==> src/rtl/if_pkg.sv <==
// Shared definitions for the instruction-fetch stage.
//   IF_WORD / IF_INST_SIZE : default PC and instruction widths of the LEGv8 core
//   FETCH_DEPTH            : default fetch FIFO depth
//   PC_INC                 : byte stride between sequential instructions
//   fetch_entry_t          : {pc, inst} pair as stored in the fetch FIFO
package if_pkg;

   localparam int unsigned IF_WORD      = 64;
   localparam int unsigned IF_INST_SIZE = 32;
   localparam int unsigned FETCH_DEPTH  = 2;
   localparam int unsigned PC_INC       = 4;

   typedef struct packed {
      logic [IF_WORD-1:0]      pc;
      logic [IF_INST_SIZE-1:0] inst;
   } fetch_entry_t;

endpackage

==> src/rtl/fetch_fifo.sv <==
// Small synchronous FIFO with flush, reusable for fetch and decode buffering.
//   clk       : clock, all state on rising edge
//   reset     : synchronous active-high reset (empties the FIFO)
//   flush     : empties the FIFO; has priority over push and pop
//   push      : write push_data at the tail (caller guarantees not full unless popping)
//   push_data : entry to write
//   pop       : drop the head entry (caller guarantees not empty)
//   head_data : current head entry, held in registers
//   count     : occupancy 0..DEPTH
module fetch_fifo #(
   parameter int unsigned DEPTH = 2,
   parameter int unsigned WIDTH = 96
) (
   input  logic                       clk,
   input  logic                       reset,
   input  logic                       flush,
   input  logic                       push,
   input  logic [WIDTH-1:0]           push_data,
   input  logic                       pop,
   output logic [WIDTH-1:0]           head_data,
   output logic [$clog2(DEPTH):0]     count
);

   localparam int unsigned PTR_W = $clog2(DEPTH);

   logic [WIDTH-1:0] mem_q [DEPTH];
   logic [PTR_W-1:0] wr_ptr_q;
   logic [PTR_W-1:0] rd_ptr_q;
   logic [PTR_W:0]   count_q;

   // DEPTH is a power of two, so pointers wrap naturally.
   always_ff @(posedge clk) begin
      if (reset || flush) begin
         wr_ptr_q <= '0;
         rd_ptr_q <= '0;
         count_q  <= '0;
      end else begin
         if (push) wr_ptr_q <= wr_ptr_q + 1'b1;
         if (pop)  rd_ptr_q <= rd_ptr_q + 1'b1;
         count_q <= count_q + {{PTR_W{1'b0}}, push} - {{PTR_W{1'b0}}, pop};
      end
   end

   // Storage needs no reset; occupancy alone defines validity.
   always_ff @(posedge clk) begin
      if (push && !flush && !reset) begin
         mem_q[wr_ptr_q] <= push_data;
      end
   end

   assign head_data = mem_q[rd_ptr_q];
   assign count     = count_q;

endmodule

==> src/rtl/inst_fetch_ctrl.sv <==
// Fetch-stage controller: owns the PC, sequences inst_mem and buffers {pc, inst}
// pairs for decode behind a valid/ready handshake.
//   clk, reset            : clock and synchronous active-high reset
//   mem_read, mem_pc      : read strobe and address to inst_mem
//   mem_inst              : combinational read data from inst_mem
//   br_valid, br_target   : redirect request from execute (flushes the FIFO)
//   if_valid, if_ready    : head handshake to decode
//   if_pc, if_inst        : head entry
//   if_count              : FIFO occupancy
module inst_fetch_ctrl
   import if_pkg::*;
#(
   parameter int unsigned    WORD      = IF_WORD,
   parameter int unsigned    INST_SIZE = IF_INST_SIZE,
   parameter logic [WORD-1:0] RESET_PC = '0,
   parameter int unsigned    DEPTH     = FETCH_DEPTH
) (
   input  logic                     clk,
   input  logic                     reset,
   output logic                     mem_read,
   output logic [WORD-1:0]          mem_pc,
   input  logic [INST_SIZE-1:0]     mem_inst,
   input  logic                     br_valid,
   input  logic [WORD-1:0]          br_target,
   output logic                     if_valid,
   input  logic                     if_ready,
   output logic [WORD-1:0]          if_pc,
   output logic [INST_SIZE-1:0]     if_inst,
   output logic [$clog2(DEPTH):0]   if_count
);

   localparam int unsigned CW = $clog2(DEPTH) + 1;

   logic [WORD-1:0]           pc_q;
   logic [WORD-1:0]           pc_d;
   logic [CW-1:0]             count;
   logic [WORD+INST_SIZE-1:0] head;
   logic                      head_valid;
   logic                      pop_req;
   logic                      pop;
   logic                      push_ok;
   logic                      fetch;

   assign head_valid = (count != '0);
   assign pop_req    = head_valid & if_ready;
   // A full FIFO still accepts a fetch when the head leaves in the same cycle.
   assign push_ok    = (count < CW'(DEPTH)) | pop_req;
   assign fetch      = ~reset & ~br_valid & push_ok;
   // A redirect swallows the handshake: the head is flushed, not consumed.
   assign pop        = pop_req & ~br_valid & ~reset;

   always_comb begin
      pc_d = pc_q;
      if (br_valid) begin
         pc_d = {br_target[WORD-1:2], 2'b00};
      end else if (fetch) begin
         pc_d = pc_q + WORD'(PC_INC);
      end
   end

   always_ff @(posedge clk) begin
      if (reset) pc_q <= RESET_PC;
      else       pc_q <= pc_d;
   end

   fetch_fifo #(
      .DEPTH (DEPTH),
      .WIDTH (WORD + INST_SIZE)
   ) u_fifo (
      .clk       (clk),
      .reset     (reset),
      .flush     (br_valid),
      .push      (fetch),
      .push_data ({pc_q, mem_inst}),
      .pop       (pop),
      .head_data (head),
      .count     (count)
   );

   // Outputs are forced quiet while reset is held, independent of stale state.
   assign mem_read = fetch;
   assign mem_pc   = reset ? RESET_PC : pc_q;
   assign if_valid = ~reset & head_valid;
   assign if_pc    = if_valid ? head[WORD+INST_SIZE-1:INST_SIZE] : '0;
   assign if_inst  = if_valid ? head[INST_SIZE-1:0] : '0;
   assign if_count = reset ? '0 : count;

`ifndef SYNTHESIS
   a_count_max : assert property (@(posedge clk) count <= CW'(DEPTH));
   a_pc_align  : assert property (@(posedge clk) if_pc[1:0] == 2'b00);
   a_stall_hold : assert property (@(posedge clk) disable iff (reset)
      (if_valid && !if_ready && !br_valid) |=> ($stable(if_pc) && $stable(if_inst)));
`endif

endmodule

==> config.mk <==
export PLATFORM = sky130hd
export DESIGN_NAME = inst_fetch_ctrl
export DESIGN_NICKNAME = d
export VERILOG_FILES = /design/src/rtl/if_pkg.sv /design/src/rtl/fetch_fifo.sv /design/src/rtl/inst_fetch_ctrl.sv
export SDC_FILE = /design/constraint.sdc
export NUM_CORES = 1
export LEC_CHECK = 0
export CORE_ASPECT_RATIO = 1.1
export CORE_MARGIN = 1.5
export CORE_UTILIZATION = 51
export CTS_CLUSTER_DIAMETER = 40
export DETAILED_ROUTE_END_ITERATION = 8
export PLACE_DENSITY = 0.79
export SETUP_SLACK_MARGIN = 0.02
export SLEW_MARGIN = 20
export SYNTH_ARGS = -nofsm -noshare
export SYNTH_HDL_FRONTEND = slang
export SYNTH_SLANG_ARGS = --single-unit
export TNS_END_PERCENT = 100
==> constraint.sdc <==
create_clock -name clk -period 8.7 [get_ports clk]
set_input_delay 1.74 -clock clk [delete_from_list [all_inputs] [get_ports clk]]
set_output_delay 1.74 -clock clk [all_outputs]
set_load 0.005 [all_outputs]
==> qor.yml, run 1 <==
dieWidth_microns: 147
cts.repair.resized: 0
die_y_microns: 161
critPathRequiredTime_ns: 6.96
async_flop_share_pct: 0
reg2reg_from: "u_fifo.count[1]$_SDFF_PP0_"
hold_violations: 0
status: "finished clean"
post-cts-setup-buffers: 0
initial_core_util_pct: 52.3
ff2ff_path_depth: 4
fin_util_pct: 70.6
crit_fanout: 18
drc: 0
intPower_mw: 2.49
die-area_sq_mm: 0.0237
htreeDepth: 2
startpoint_type: "input pin"
finalCriticalPeriod_ns: 5.95
ir_drop_v: 0.000176
pwr-share-comb_pct: 6.8
max_slew_margin_pct: 28.1
cellPowerDensity_mw_per_mm2: 203
nets: 1363
insertion_delay_ns: 0.51
numCtsBuffers: 36
detailedRoute.firstPassIterationCount: 5
nFillCells: 1599
routed-wl-met3_microns: 2680
yosysSeqAreaShare_pct: 60.0
setup_viol: 0
drtAntennaViolNets: 0
final_cells: 1582
cts_hold_buf: 0
min_period_over_period_pct: 68.4
drv_cap: 0
io_pins: 264
rsz0062_at_grt: "no"
cp.arrival_ns: 4.21
hp-start: "u_fifo.rd_ptr_q$_SDFFE_PP0P_"
clock_skew_ns: 0.0163
io_buffers: 257
grt_pass1_vias: 8676
vias: 9054
cp-startpoint: "if_ready"
path_clk_slew_ns: 0.05
core_area_sq_mm: 0.0223
maxClockFrequency_mhz: 168
wirelength_microns: 31900
grt_max_degree: 92
reg2reg_slack_ns: 5.15
dr_wl_met2_microns: 15800
netlist_area_sq_mm: 0.0116
final_layout_size_suffix_gt1_share_pct: 6.30
cp-end-kind: "output port"
synth-edff-count: 188
dpl.hpwl_microns: 21100
worst_pin_slew_ns: 1.08
rr_endpoint: "u_fifo.mem_q[0][8]$_DFFE_PP_"
syn_to_final_growth_pct: 35.0
switchingPower_uw: 707
dp.cells: 1517
grt_usage_pct: 26.6
cts_root_buf: "clkbuf_16"
antenna_found_initial: 2
endpoint: "mem_read"
cts_tree: "done"
syn_inst: 1020
drt_iter0_drc: 731
fin_hold_ws_ns: 0.502
ys_warn_count: 0
p_clk_share_pct: 48.8
rows: 57
worstSetupPathType: "input pin to output port"
leakage_nw: 5.05
seqPwrFrac_pct: 44.4
ys_ff_latch: 255
wl_met1_microns: 12400
hold_class: "flip-flop to flip-flop"
top_layer_used: "met4"
synth_flop_cell: "edfxtp_1"
wl_per_cell_microns: 20.1
grt_overflow: 0
cts_buffer_depth: 3
cts_sinks: 255
synth_cell_types: 46
avgSynthCellArea_sq_um: 11.4
p_sw_share_pct: 22.1
slew_viol_final: 0
viasPerCell: 5.72
tns_ns: 0
gp_congestion: 0.862
grt_pass1_wl_microns: 49000
==> power groups by stage <==
stage          Sequential (mW)  Clock (mW)  Combinational (mW)
3_5_place_dp              1.44           0               0.216
2_1_floorplan             1.42           0               0.108
5_1_grt                   1.42        1.63               0.235
4_1_cts                   1.41        1.58               0.218
3_3_place_gp              1.44           0               0.212
6_report                  1.42        1.56               0.217
==> state kept, by name, indices dropped and copies added, names as in the netlist, named ones only <==
signal           flops
u_fifo.mem_q       188
u_fifo.wr_ptr_q      1
u_fifo.count         2
pc_q                62
u_fifo.rd_ptr_q      1
==> layer usage <==
layer	global-route usage, %	up-vias
li1	-	4260
met3	6.38	61
met2	45.2	393
met5	0	-
met4	9.36	0
met1	33.4	4340
==> worst max-delay path: stages <==
cell	delay, ns
clkdlybuf4s50_1	0.52
nand2b_1	0.66
nand2_1	0.56
clkinv_1	0.20
clkdlybuf4s50_1	0.52
==> area by class of cell <==
class / count / area (sq um) / area share [%]
Sequential cell: 255 / 6990 / 44.5
Multi-Input combinational cell: 687 / 4360 / 27.8
Timing Repair Buffer: 266 / 2640 / 16.8
Clock buffer: 44 / 952 / 6.06
Tap cell: 295 / 369 / 2.35
Clock inverter: 20 / 340 / 2.17
Inverter: 14 / 52.6 / 0.335
Antenna cell: 1 / 2.50 / 0.0159
==> worst min-delay path by stage <==
stage                                    end  slack [ns]  cells after the start
2_1_floorplan  u_fifo.mem_q[0][36]$_DFFE_PP_        0.42                      0
3_3_place_gp                       flip-flop        0.48                      2
3_5_place_dp    u_fifo.rd_ptr_q$_SDFFE_PP0P_        0.49                      2
4_1_cts         u_fifo.rd_ptr_q$_SDFFE_PP0P_        0.50                      2
5_1_grt        u_fifo.mem_q[1][92]$_DFFE_PP_        0.53                      0
6_report        u_fifo.rd_ptr_q$_SDFFE_PP0P_        0.50                      2
==> Yosys cell counts (17+ instances only) <==
| library cell | count | area (sq um) |
|---|---|---|
| nor2b_1 | 56 | 350 |
| a21oi_1 | 20 | 100 |
| mux2i_1 | 97 | 971 |
| xnor2_1 | 24 | 210 |
| nand2_1 | 63 | 236 |
| dfxtp_1 | 67 | 1340 |
| nor2_1 | 157 | 589 |
| clkbuf_1 | 47 | 176 |
| a211oi_1 | 18 | 135 |
| nand3_1 | 36 | 180 |
| nand4_1 | 29 | 181 |
| o211ai_1 | 17 | 128 |
| edfxtp_1 | 188 | 5650 |
==> placed cells by master, fill, tap and decap left out, types with 4 or more instances in the layout <==
cell	instances
nand2_1	63
o211ai_1	17
o21ai_0	8
clkbuf_16	37
and2_1	10
and4_1	7
o31a_1	4
nor3_1	9
nor4_1	16
a211oi_1	18
or3_1	16
conb_1	4
bufinv_16	7
xnor2_1	24
nor2_1	155
buf_4	10
inv_1	12
nor2b_1	55
nand3_1	36
o31ai_1	7
edfxtp_1	188
clkdlybuf4s50_1	256
inv_8	5
xor2_1	9
mux2i_1	97
clkbuf_1	7
a311oi_1	15
a21oi_1	20
and3_1	12
clkinv_4	4
a31oi_1	13
nand4_1	29
dfxtp_1	66
or4_1	16
==> stage by stage <==
step	cell area, sq um	setup WS [ns]	power [mW]
detailed placement	14400	2.75	1.66
CTS	15700	2.76	3.21
global placement	14400	2.79	1.65
finish	15700	2.75	3.19
floorplan	11600	1.82	1.53
global route	15700	2.63	3.28
==> kinds of logic after synthesis <==
logic type / synth area share [%]
buffers and inverters: 2.74
AND/OR/NAND/NOR: 19.6
AO/OA/AOI/OAI: 6.38
multiplexers: 8.44
XOR/XNOR: 2.48
flip-flops: 60.0
adder cells (fa/ha/maj): 0.323
other: 0.0322
Power figures use the tool's default switching activity.
==> inputs of run 2 (changes only) <==
CORE_UTILIZATION = 46   (was 51)
PLACE_DENSITY = 0.75   (was 0.79)
clock period = 5.4 ns   (was 8.7 ns; I/O delays follow)
==> run 2 against run 1 <==
Flip-flop and latch count unchanged. Critical path depth increased by 1. Worst hold slack improved by 0.0093 ns. First-iteration DRC count increased by 2.3%. Final area increased by 0.67%. Count of clock-buffer cells in the layout increased by 3. Via count increased by 0.56%. Global-route usage decreased by 2.4 points. Sequential share of layout area decreased by 0.30 points. Combinational power increased by 63%. Cell count increased by 1.6%. Clock power increased by 58%.
==> qor.yml, run 2 (synthesis results as in run 1) <==
status: "finished clean"
wl_per_cell_microns: 20.0  # -0.59%
leakage_nw: 5.08  # +0.68%
drc: 0  # unchanged
grt_max_degree: 77  # -16%
io_buffers: 257  # unchanged
dpl.hpwl_microns: 21600  # +2.7%
wirelength_microns: 32200  # +1.0%
syn_to_final_growth_pct: 35.9
final_layout_size_suffix_gt1_share_pct: 7.18  # +0.88 points
slew_viol_final: 0  # unchanged
drt_iter0_drc: 748  # +2.3%
gp_congestion: 0.854  # -0.94%
worst_pin_slew_ns: 0.941  # -0.137 ns
largest_reg_flops: 188  # unchanged
insertion_delay_ns: 0.52  # about the same
grt_pass1_wl_microns: 49300  # +0.59%
cts_buffer_depth: 3  # unchanged
hold_class: "flip-flop to flip-flop"
hold_violations: 0  # unchanged
drv_cap: 0  # unchanged
cts_hold_buf: 0  # unchanged
grt_pass1_vias: 8845  # +1.9%
setup_viol: 0  # unchanged
mostFrequentLayoutCells: "clkdlybuf4s50_1 (256), edfxtp_1 (188), nor2_1 (155)"
io_pins: 264  # unchanged
cts_tree: "done"
ir_drop_v: 0.000250  # +42%
antenna_found_initial: 4  # +2
worstSetupPathType: "input pin to output port"
cts_sinks: 255  # unchanged
htreeDepth: 2  # unchanged
grt_usage_pct: 24.2  # -2.4 points
cellPowerDensity_mw_per_mm2: 323  # +59%
core_area_sq_mm: 0.0246  # +11%
initial_core_util_pct: 47.3  # -5.0 points
rows: 60  # +5.3%
rsz0062_at_grt: "no"
cp-end-kind: "output port"
largestRegisters: "u_fifo.mem_q: 188 flops, pc_q: 62 flops, u_fifo.count: 2 flops"
detailedRoute.firstPassIterationCount: 5  # unchanged
die_y_microns: 170  # +5.2%
critPathRequiredTime_ns: 4.32  # -2.64 ns
power_mw: 5.11  # +60%
numCtsBuffers: 37  # +2.8%
post-cts-setup-buffers: 0  # unchanged
nFillCells: 1959  # +23%
cp.arrival_ns: 3.16  # -1.05 ns
crit_fanout: 60  # +42
tns_ns: 0  # unchanged
maxClockFrequency_mhz: 236
startpoint_type: "input pin"
cts_root_buf: "clkbuf_16"
dieWidth_microns: 155  # +5.2%
cts.repair.resized: 0  # unchanged
max_slew_margin_pct: 37.2  # +9.1 points
viasPerCell: 5.66  # -1.1%
path_clk_slew_ns: 0.05  # about the same
die-area_sq_mm: 0.0263  # +11%
largest_register: "u_fifo.mem_q"
grt_overflow: 0  # unchanged
vias: 9105  # +0.56%
nets: 1370  # +0.51%
finalCriticalPeriod_ns: 4.24
drtAntennaViolNets: 0  # unchanged
layout_commonest_cell: "clkdlybuf4s50_1"
min_period_over_period_pct: 78.5
clock_skew_ns: 0.0158  # -0.000571 ns
## run 2: critical path, stage by stage
cell and delay [ns]:
buf_4 0.39, nor2_1 0.17, nor2_4 0.57, buf_12 0.34, nor2_1 0.09, clkdlybuf4s50_1 0.49
## run 2: path summary, 6_finish.rpt
| path | slack [ns] | to | from | cells past startpoint |
|---|---|---|---|---|
| worst min register to register | 0.51 | flip-flop | u_fifo.rd_ptr_q$_SDFFE_PP0P_ | 2 |
| worst min-delay path | 0.51 | flip-flop | u_fifo.rd_ptr_q$_SDFFE_PP0P_ | 2 |
| worst max register to register | 2.73 | pc_q[63]$_SDFFE_PP0P_ | pc_q[50]$_SDFFE_PP0P_ | 5 |
| worst max-delay path | 1.16 | if_pc[63] | reset | 6 |
## run 2: layer usage
layer	track usage [%]	wire, microns	vias up
li1	-	-	4278
met1	29.8	12600	4346
met2	40.3	15500	394
met3	6.66	2930	83
met4	9.91	1170	4
met5	0	20	-
## run 2: metrics by stage
stage | utilization [%] | hold slack, ns | setup WS (ns) | cell area (sq um) | std cells
finish | 64.2 | 0.511 | 1.16 | 15800 | 1608
global route | 64.2 | 0.535 | 0.985 | 15800 | 1607
CTS | 64.2 | 0.514 | 1.11 | 15800 | 1606
detailed placement | 58.9 | 0.500 | 1.11 | 14500 | 1538
global placement | 58.9 | 0.486 | 1.11 | 14500 | 1538
floorplan | - | 0.424 | 0.758 | 11600 | 1023
## run 2: final cells by class
type,count,area (sq um),share of cell area [%]
flip-flops and latches,255,6990,44.2
multi-input cells,687,4360,27.6
repair buffers,272,2720,17.2
clock buffers,47,1050,6.61
well taps,310,388,2.45
clock inverters,21,250,1.58
inverters,14,52.6,0.332
diodes,2,5.00,0.0317
## run 2: report_power, final
part           internal, mW  switching [mW]  leakage, nW
registers              2.20          0.0878         2.30
clock network          1.58           0.892        0.624
logic                 0.191           0.163         2.16
total                  3.97            1.14         5.08
==> inputs of run 3 (changes only) <==
clock period = 3.4 ns   (was 5.4 ns; I/O delays follow)
==> run 3 against run 2 <==
Via count unchanged. Routed wire length increased by 2.9%. Register-to-register slack worse by 1.9 ns. Largest power group unchanged. Clock skew is 0.0024 ns higher. Combinational power rose by 65%. Count of clock-buffer cells in the layout fell by 4. Die area unchanged. Final area up 0.43%. Sequential share of layout area fell by 0.19 points. Total power grew 59%. Critical path depth shrank 1. Critical endpoint is now if_pc[45].
==> qor.yml, run 3 (synthesis results as in run 1) <==
maxClockFrequency_mhz: 308
path_clk_slew_ns: 0.06  # about the same
multi_input_area_sq_mm: 0.00438  # +0.40%
drt_iter0_drc: 670  # -10%
vias: 9105  # unchanged
crit_chain: "nor2b_2, nor2_4, buf_4, nor2_1, clkdlybuf4s50_1"
holdPathStages: 2  # unchanged
fin_hold_ws_ns: 0.498  # -0.0135 ns
io_pins: 264  # unchanged
worstSetupPathType: "flip-flop to output port"
nFillCells: 1922  # -1.9%
ir_drop_v: 0.000488  # +95%
cp.arrival_ns: 2.57  # -0.59 ns
cts_sinks: 255  # unchanged
reg2reg_slack_ns: 0.80  # -1.93 ns
cts_hold_buf: 0  # unchanged
grt_max_degree: 95  # +23%
viasPerCell: 5.64  # -0.37%
dpl.hpwl_microns: 22000  # +1.9%
regArea_sq_mm: 0.00699  # unchanged
min_period_over_period_pct: 95.5
largest_register: "u_fifo.mem_q"
largestRegisters: "u_fifo.mem_q: 188 flops, pc_q: 62 flops, u_fifo.count: 2 flops"
cts_tree: "done"
gp_congestion: 0.933  # +9.3%
detailedRoute.firstPassIterationCount: 6  # +1
largest_reg_flops: 188  # unchanged
die_y_microns: 170  # unchanged
dp.cells: 1547  # +0.59%
cts_root_buf: "clkbuf_16"
hold_violations: 0  # unchanged
io_buffers: 257  # unchanged
status: "finished clean"
grt_usage_pct: 25.0  # +0.84 points
dieWidth_microns: 155  # unchanged
core_area_sq_mm: 0.0246  # unchanged
global_route.usage.met1_pct: 30.9  # +1.1 points
antenna_found_initial: 1  # -3
critPathMaxStageDelay_ns: 0.54  # -0.03 ns
drv_cap: 0  # unchanged
gr-usage-met2_pct: 42.4  # +2.1 points
initial_core_util_pct: 47.3  # unchanged
cp_slowest_cell: "clkdlybuf4s50_1"
drc: 0  # unchanged
crit_buf_inv: 2  # -1
cp-end-kind: "output port"
final_cells: 1614  # +0.37%
insertion_delay_ns: 0.51  # about the same
grt_use_met3_pct: 6.46  # -0.20 points
grt_pass1_vias: 8845  # unchanged
numCtsBuffers: 36  # -2.7%
critical_path.top_delay_family: "simple AND/OR/NAND/NOR gates"
hp-start: "u_fifo.rd_ptr_q$_SDFFE_PP0P_"
crit_cells: 5  # -1
wirelength_microns: 33100  # +2.9%
wl_per_cell_microns: 20.5  # +2.6%
hold_class: "flip-flop to flip-flop"
mostFrequentLayoutCells: "clkdlybuf4s50_1 (256), edfxtp_1 (188), nor2_1 (154)"
drtAntennaViolNets: 0  # unchanged
nets: 1380  # +0.73%
slew_viol_final: 0  # unchanged
critPathRequiredTime_ns: 2.72  # -1.60 ns
worst_pin_slew_ns: 1.04  # +0.0981 ns
reg2reg_from: "pc_q[2]$_SDFFE_PP0P_"
layout_commonest_cell: "clkdlybuf4s50_1"
grt.busiest_layer: "met2"
rr_endpoint: "pc_q[34]$_SDFFE_PP0P_"
finalCriticalPeriod_ns: 3.25
htreeDepth: 2  # unchanged
final_layout_size_suffix_gt1_share_pct: 7.67  # +0.50 points
grt_pass1_wl_microns: 50700  # +3.0%
grt_overflow: 0  # unchanged
cellPowerDensity_mw_per_mm2: 512  # +59%
cts_buffer_depth: 3  # unchanged
setup_viol: 0  # unchanged
max_slew_margin_pct: 30.6  # -6.6 points
rows: 60  # unchanged
leakage_nw: 5.11  # +0.56%
die-area_sq_mm: 0.0263  # unchanged
clock_skew_ns: 0.0182  # +0.00243 ns
crit_fanout: 31  # -48%
ff2ff_path_depth: 6  # +1
syn_to_final_growth_pct: 36.5
rsz0062_at_grt: "no"
startpoint_type: "flip-flop"
## run 3: cell count changes in the layout (fill, tap and decap cells not counted), moves of 2 or more
cell,before,now
buf_4,13,21
bufinv_16,4,7
clkbuf_8,4,1
nor2_2,0,3
clkbuf_16,39,37
inv_6,4,2
## run 3: worst min-delay path: stages (launching register included)
cell and delay [ns]:
dfxtp_1 0.32, xor2_1 0.08, nor2_1 0.07
## run 3: per-layer routing
layer | vias up | share of wire [%]
met3 | 72 | 7.8
met1 | 4386 | 41
met5 | - | 0
met4 | 0 | 3.3
met2 | 355 | 48
li1 | 4292 | -
## run 3: timing repair
item	in CTS	in global routing
hold endpoints to repair	0	0
setup endpoints to repair	58	0
resized for setup	2	0
buffers inserted	0	0
## run 3: power by group
part | switching [mW] | internal, mW | total [mW]
clock | 1.38 | 2.56 | 3.94
combinational | 0.273 | 0.309 | 0.582
sequential | 0.133 | 3.49 | 3.62
total | 1.79 | 6.35 | 8.14
## run 3: through the flow
step           utilization (%)  setup TNS, ns  setup WS [ns]  cell area (sq um)  power, mW
2_1_floorplan                -              0          0.204              11700       3.90
3_3_place_gp              59.3              0         0.0140              14600       4.24
3_5_place_dp              59.3          -2.62         -0.116              14600       4.26
4_1_cts                   64.5              0          0.132              15900       8.18
5_1_grt                   64.5              0         0.0350              15900       8.37
6_report                  64.5              0          0.151              15900       8.14
## run 3: how the worst max path moves through the flow
stage,from,end,slack [ns]
after floorplan,if_ready,u_fifo.mem_q[0][0]$_DFFE_PP_,0.20
after global placement,reset,if_inst[0],0.01
after detailed placement,reset,if_inst[25],-0.12
after CTS,u_fifo.count[1]$_SDFF_PP0_,if_pc[45],0.13
after global routing,u_fifo.count[1]$_SDFF_PP0_,if_pc[45],0.03
final,u_fifo.count[1]$_SDFF_PP0_,if_pc[45],0.15
## run 3: cell type report
class	instances	share of cell area, %
antenna	1	0.0158
clock buffer	43	6.04
clock inverter	21	1.95
inverter	14	0.331
multi-input combinational	689	27.6
sequential	255	44.0
tap	310	2.44
timing repair buffer	281	17.6
